**src/rtl/lm75_i2c_reader.sv**
```systemverilog
// I2C initiator that fetches the 2-byte temperature word from an LM75-class sensor.
// Each bit slot is four quarters; SCL is low in Q0-Q1 and high in Q2-Q3.
module lm75_i2c_reader #(
    parameter int         QUARTER_CLKS = 125,
    parameter logic [6:0] DEV_ADDR     = 7'h48
) (
    input  logic        clk,
    input  logic        rst,
    input  logic        start,
    input  logic        sda_in,
    output logic        scl,
    output logic        sda_oe,
    output logic [15:0] data,
    output logic        valid,
    output logic        busy,
    output logic        nack_err
);

    localparam int          QW        = (QUARTER_CLKS > 2) ? $clog2(QUARTER_CLKS) : 1;
    localparam logic [QW-1:0] QLAST   = QW'(QUARTER_CLKS - 1);
    localparam logic [QW-1:0] QONE    = QW'(1);
    localparam logic [7:0]  ADDR_BYTE = {DEV_ADDR, 1'b1};

    typedef enum logic [3:0] {
        IDLE, START, ADDR, ADDR_ACK, RD_MSB, ACK_MSB, RD_LSB, NACK_LSB, STOP, DONE
    } state_t;

    state_t          state, state_nxt;
    logic [QW-1:0]   qcnt;
    logic [1:0]      q;
    logic [2:0]      bcnt;
    logic [15:0]     sreg;
    logic            ack_samp;
    logic            qend, slot_end, sample, active, multi, last_bit;

    function automatic logic addr_bit(input logic [2:0] idx);
        addr_bit = ADDR_BYTE[3'd7 - idx];
    endfunction

    assign qend     = (qcnt == QLAST);
    assign slot_end = qend && (q == 2'd3);
    assign sample   = qend && (q == 2'd2);
    assign active   = (state != IDLE) && (state != DONE);
    assign multi    = (state == ADDR) || (state == RD_MSB) || (state == RD_LSB);
    assign last_bit = slot_end && (bcnt == 3'd7);

    always_ff @(posedge clk or posedge rst) begin
        if (rst) state <= IDLE;
        else     state <= state_nxt;
    end

    always_comb begin
        state_nxt = state;
        case (state)
            IDLE:     if (start)    state_nxt = START;
            START:    if (slot_end) state_nxt = ADDR;
            ADDR:     if (last_bit) state_nxt = ADDR_ACK;
            ADDR_ACK: if (slot_end) state_nxt = ack_samp ? STOP : RD_MSB;
            RD_MSB:   if (last_bit) state_nxt = ACK_MSB;
            ACK_MSB:  if (slot_end) state_nxt = RD_LSB;
            RD_LSB:   if (last_bit) state_nxt = NACK_LSB;
            NACK_LSB: if (slot_end) state_nxt = STOP;
            STOP:     if (slot_end) state_nxt = DONE;
            DONE:                   state_nxt = IDLE;
            default:                state_nxt = IDLE;
        endcase
    end

    // START and STOP move SDA while SCL is high; every other state only touches SDA at Q0
    always_comb begin
        scl    = 1'b1;
        sda_oe = 1'b0;
        busy   = (state != IDLE);
        case (state)
            START:    sda_oe = q[1];
            ADDR: begin
                scl    = q[1];
                sda_oe = ~addr_bit(bcnt);
            end
            ADDR_ACK, RD_MSB, RD_LSB, NACK_LSB: scl = q[1];
            ACK_MSB: begin
                scl    = q[1];
                sda_oe = 1'b1;
            end
            STOP: begin
                scl    = q[1];
                sda_oe = (q != 2'd3);
            end
            default: begin
                scl    = 1'b1;
                sda_oe = 1'b0;
            end
        endcase
    end

    always_ff @(posedge clk or posedge rst) begin
        if (rst) begin
            qcnt <= '0;
            q    <= 2'd0;
            bcnt <= 3'd0;
        end else if (!active) begin
            qcnt <= '0;
            q    <= 2'd0;
            bcnt <= 3'd0;
        end else if (qend) begin
            qcnt <= '0;
            q    <= q + 2'd1;
            if ((q == 2'd3) && multi) bcnt <= bcnt + 3'd1;
        end else begin
            qcnt <= qcnt + QONE;
        end
    end

    // Shift register and ACK sample carry no reset; they are always rewritten before use
    always_ff @(posedge clk) begin
        if (sample) begin
            if (state == ADDR_ACK) ack_samp <= sda_in;
            if ((state == RD_MSB) || (state == RD_LSB)) sreg <= {sreg[14:0], sda_in};
        end
    end

    always_ff @(posedge clk or posedge rst) begin
        if (rst) begin
            data     <= 16'h0000;
            valid    <= 1'b0;
            nack_err <= 1'b0;
        end else begin
            valid <= (state == DONE) && !nack_err;
            if ((state == DONE) && !nack_err) data <= sreg;
            if ((state == IDLE) && start)
                nack_err <= 1'b0;
            else if ((state == ADDR_ACK) && slot_end && ack_samp)
                nack_err <= 1'b1;
        end
    end

endmodule

```
**config.mk**
```make
export PLATFORM = sky130hd
export DESIGN_NAME = lm75_i2c_reader
export DESIGN_NICKNAME = d
export VERILOG_FILES = /design/src/rtl/lm75_i2c_reader.sv
export SDC_FILE = /design/constraint.sdc
export NUM_CORES = 1
export LEC_CHECK = 0
export CAP_MARGIN = 20
export CORE_ASPECT_RATIO = 0.8
export CORE_UTILIZATION = 30
export CTS_BUF_LIST = sky130_fd_sc_hd__clkbuf_4 sky130_fd_sc_hd__clkbuf_8
export CTS_CLUSTER_DIAMETER = 120
export DETAILED_ROUTE_END_ITERATION = 12
export SKIP_LAST_GASP = 1
export SLEW_MARGIN = 0
export SYNTH_ARGS = -nofsm -noshare
export SYNTH_HDL_FRONTEND = slang
export SYNTH_SLANG_ARGS = --single-unit
export TNS_END_PERCENT = 100
```
**constraint.sdc**
```tcl
create_clock -name clk -period 2.76 [get_ports clk]
set_input_delay 0.414 -clock clk [delete_from_list [all_inputs] [get_ports clk]]
set_output_delay 0.414 -clock clk [all_outputs]
set_load 0.02 [all_outputs]
```
==> results of run 1 <==
[cell families after synthesis]
group / count (synthesis) / share of synthesized area
flops: 51 / 0.606
simple gates: 47 / 0.142
compound gates: 26 / 0.0735
mux: 17 / 0.0869
buf+inv: 14 / 0.0429
fa+ha+maj: 6 / 0.0334
xor+xnor: 4 / 0.0156
[flip-flops by register name, indices dropped and copies added, names as in the netlist]
| signal | flops |
|---|---|
| data | 16 |
| q | 2 |
| bcnt | 3 |
| nack_err | 1 |
| sreg | 16 |
| ack_samp | 1 |
| valid | 1 |
| state | 4 |
| qcnt | 7 |
[worst reg2reg max path, cell delays in order (launching register included)]
cell     delay, ns
dfrtp_1       0.42
inv_1         0.07
ha_1          0.20
nand4_4       0.14
nor2_2        0.16
and4_1        0.20
buf_4         0.24
[routing by layer]
layer  share of wire  wire, microns
met2            0.40           1580
met5               0              0
met4           0.015             57
met3           0.041            159
met1            0.54           2110
[cell type report]
type                            instances  area [sq um]  share of cell area
Tap cell                               87           109              0.0410
Sequential cell                        51          1360               0.513
Timing Repair Buffer                   27           263              0.0990
Multi-Input combinational cell        100           790               0.297
Clock buffer                            5          68.8              0.0259
Clock inverter                          2          37.5              0.0141
Inverter                                7          26.3             0.00990
[cells in the final DEF, fill, tap and decap left out, types with 3 or more instances in the layout]
| cell type | n |
|---|---|
| dfrtp_1 | 34 |
| a211oi_1 | 3 |
| clkbuf_8 | 5 |
| a21oi_1 | 4 |
| nor2b_1 | 3 |
| clkdlybuf4s50_1 | 24 |
| nand2_1 | 6 |
| edfxtp_1 | 17 |
| nand3_1 | 6 |
| nor2_1 | 4 |
| nor3_1 | 7 |
| o22ai_1 | 3 |
| buf_4 | 3 |
| xor2_1 | 3 |
| mux2_2 | 16 |
| or2_2 | 3 |
| o21ai_0 | 8 |
| ha_1 | 6 |
| inv_1 | 7 |
[stage by stage]
stage                     power, uW  hold WS [ns]
final                          1300         0.451
after global routing           1350         0.465
after CTS                      1320         0.454
after detailed placement        811         0.431
after global placement          812         0.429
after floorplan                 802         0.422
[worst max path at each step]
stage | slack [ns] | end | from
6_report | 0.27 | sda_oe | state[3]
5_1_grt | 0.15 | sda_oe | q[1]
4_1_cts | 0.22 | sda_oe | q[1]
3_5_place_dp | 0.56 | sda_oe | q[1]
3_3_place_gp | 0.58 | sda_oe | q[1]
2_1_floorplan | 0.80 | sreg[0] | qcnt[0]
[report_power, final]
group	switching (uW)	internal [uW]
clock network	241	265
registers	0	777
logic	11.7	5.49
total	253	1050
==> results.yml, run 1 <==
cts:
  cts_num_sinks: 51
  cts_resized: 0
  ctsLongestPathBuffers: 2
  clkLatencyLatePin_ns: 0.30
  post_cts.repair.setup_buffers: 0
  cts_hold_buf: 0
  cts_buffers: 5
  htreeDepth: 2
  root_buffer: "clkbuf_8"
  cts_tree: "built"
  path_clk_slew_ns: 0.09
placement:
  gp_congestion: 0.770
  post-dp-hpwl_mm: 2.67
  numPlacedInstances: 272
  placed_cell_area_sq_um: 2550
  port_buffers: 24
  place_ws_ns: 0.561
global_routing:
  top_usage_layer: "met1"
  met2_usage: 0.146
  grt_start_max_net_pins: 35
  overflow: 0
  use_met1: 0.167
  grt_use_total: 0.111
  grt_pass1_wl_mm: 6.62
  grt_pass1_vias: 1330
  antenna_found_initial: 0
  grt_util_met3: 0.0333
synthesis:
  async_flop_share: 0.667
  synth-edff-count: 17
  synth_top_area_share: 0.379
  yosysTopAreaCell: "dfrtp_1"
  seq_area_frac_synth: 0.606
  synth_common_cells: "34 x dfrtp_1, 17 x edfxtp_1, 16 x mux2_2, 8 x o21ai_0"
  synth-warning-count: 0
  ys_types: 44
  yosysMostFrequentCell: "dfrtp_1"
  synth_seq_cells: 51
  synth_ff_type: "dfrtp_1"
  synth_area_sq_um: 2250
  synth_area_leaders: "dfrtp_1 38%, edfxtp_1 23%, mux2_2 8.0%"
  synthCells: 165
  postSynthAreaPerCell_sq_um: 13.6
  synth_fp_nets: 175
die:
  die_x_microns: 98.8
  dieHeight_microns: 79.4
  rows: 27
  core_sq_um: 7060
  die-area_sq_um: 7840
  start_util: 0.318
  io_pins: 25
hold_path:
  whs_path_depth: 0
  min_to: "sreg[5]"
  hp-start: "sreg[4]"
  min_path_type: "reg -> reg"
setup_path:
  path_cells: "nor4b_1 -> a21oi_1 -> o21ai_0 -> clkdlybuf4s50_1"
  rr_startpoint: "qcnt[0]"
  cp.required_ns: 2.35
  cp.depth: 4
  critPathMaxStageDelay_ns: 0.63
  reg2reg_slack_ns: 1.03
  r2r-end: "sreg[5]"
  path_max_fanout: 14
  cp.arrival_ns: 2.08
  rr_worst_depth: 6
  end_kind: "output port"
  critical-path-top-delay-family: "flip-flops"
  crit_buf_inv: 1
  critPathKind: "reg -> out"
  critPathSlowestCell: "dfrtp_1"
  start_kind: "flop"
timing:
  rsz0062_at_grt: "no"
  min_period_over_period: 0.902
  setup-violations-final: 0
  tns_ns: 0
  slew_viol_final: 0
  slew_headroom: 0.698
  fmax_mhz: 402
  post-route-min-period_ns: 2.49
  final_hold_viol_count: 0
  finClkSkew_ns: 0.00557
  tightest_slew_ns: 0.453
  fin_ws_ns: 0.271
detailed_routing:
  routed_wl_mm: 3.91
  dr_total_vias: 1349
  ant_nets: 0
  avgRoutedWirePerCell_microns: 14.0
  via_per_inst: 4.84
  drt_first_pass_iters: 4
  drt-initial-drc-count: 27
  drcViolationCount: 0
pwr:
  leakage_uw: 0.00109
  powerDensity_nw_per_um2: 490
  irDropWorstVdd_mv: 0.254
cells_and_area:
  area_delta_synth_final_pct: 18.2
  postLayoutCellArea_sq_um: 2660
  final_util: 0.376
  drive_gt1_frac: 0.203
  antenna_cells: 0
  num-nets-final: 202
  final_cells: 279
  nFillCells: 690
flow_run:
  drv_cap: 0
status:
  status: "completed"
No activity file was read; power rests on OpenSTA's default activity.
==> inputs of run 2 (changes only) <==
- HOLD_SLACK_MARGIN: not set -> 0.03
==> results of run 2 <==
Final layout, timing and power as in run 1 (identical DEF).
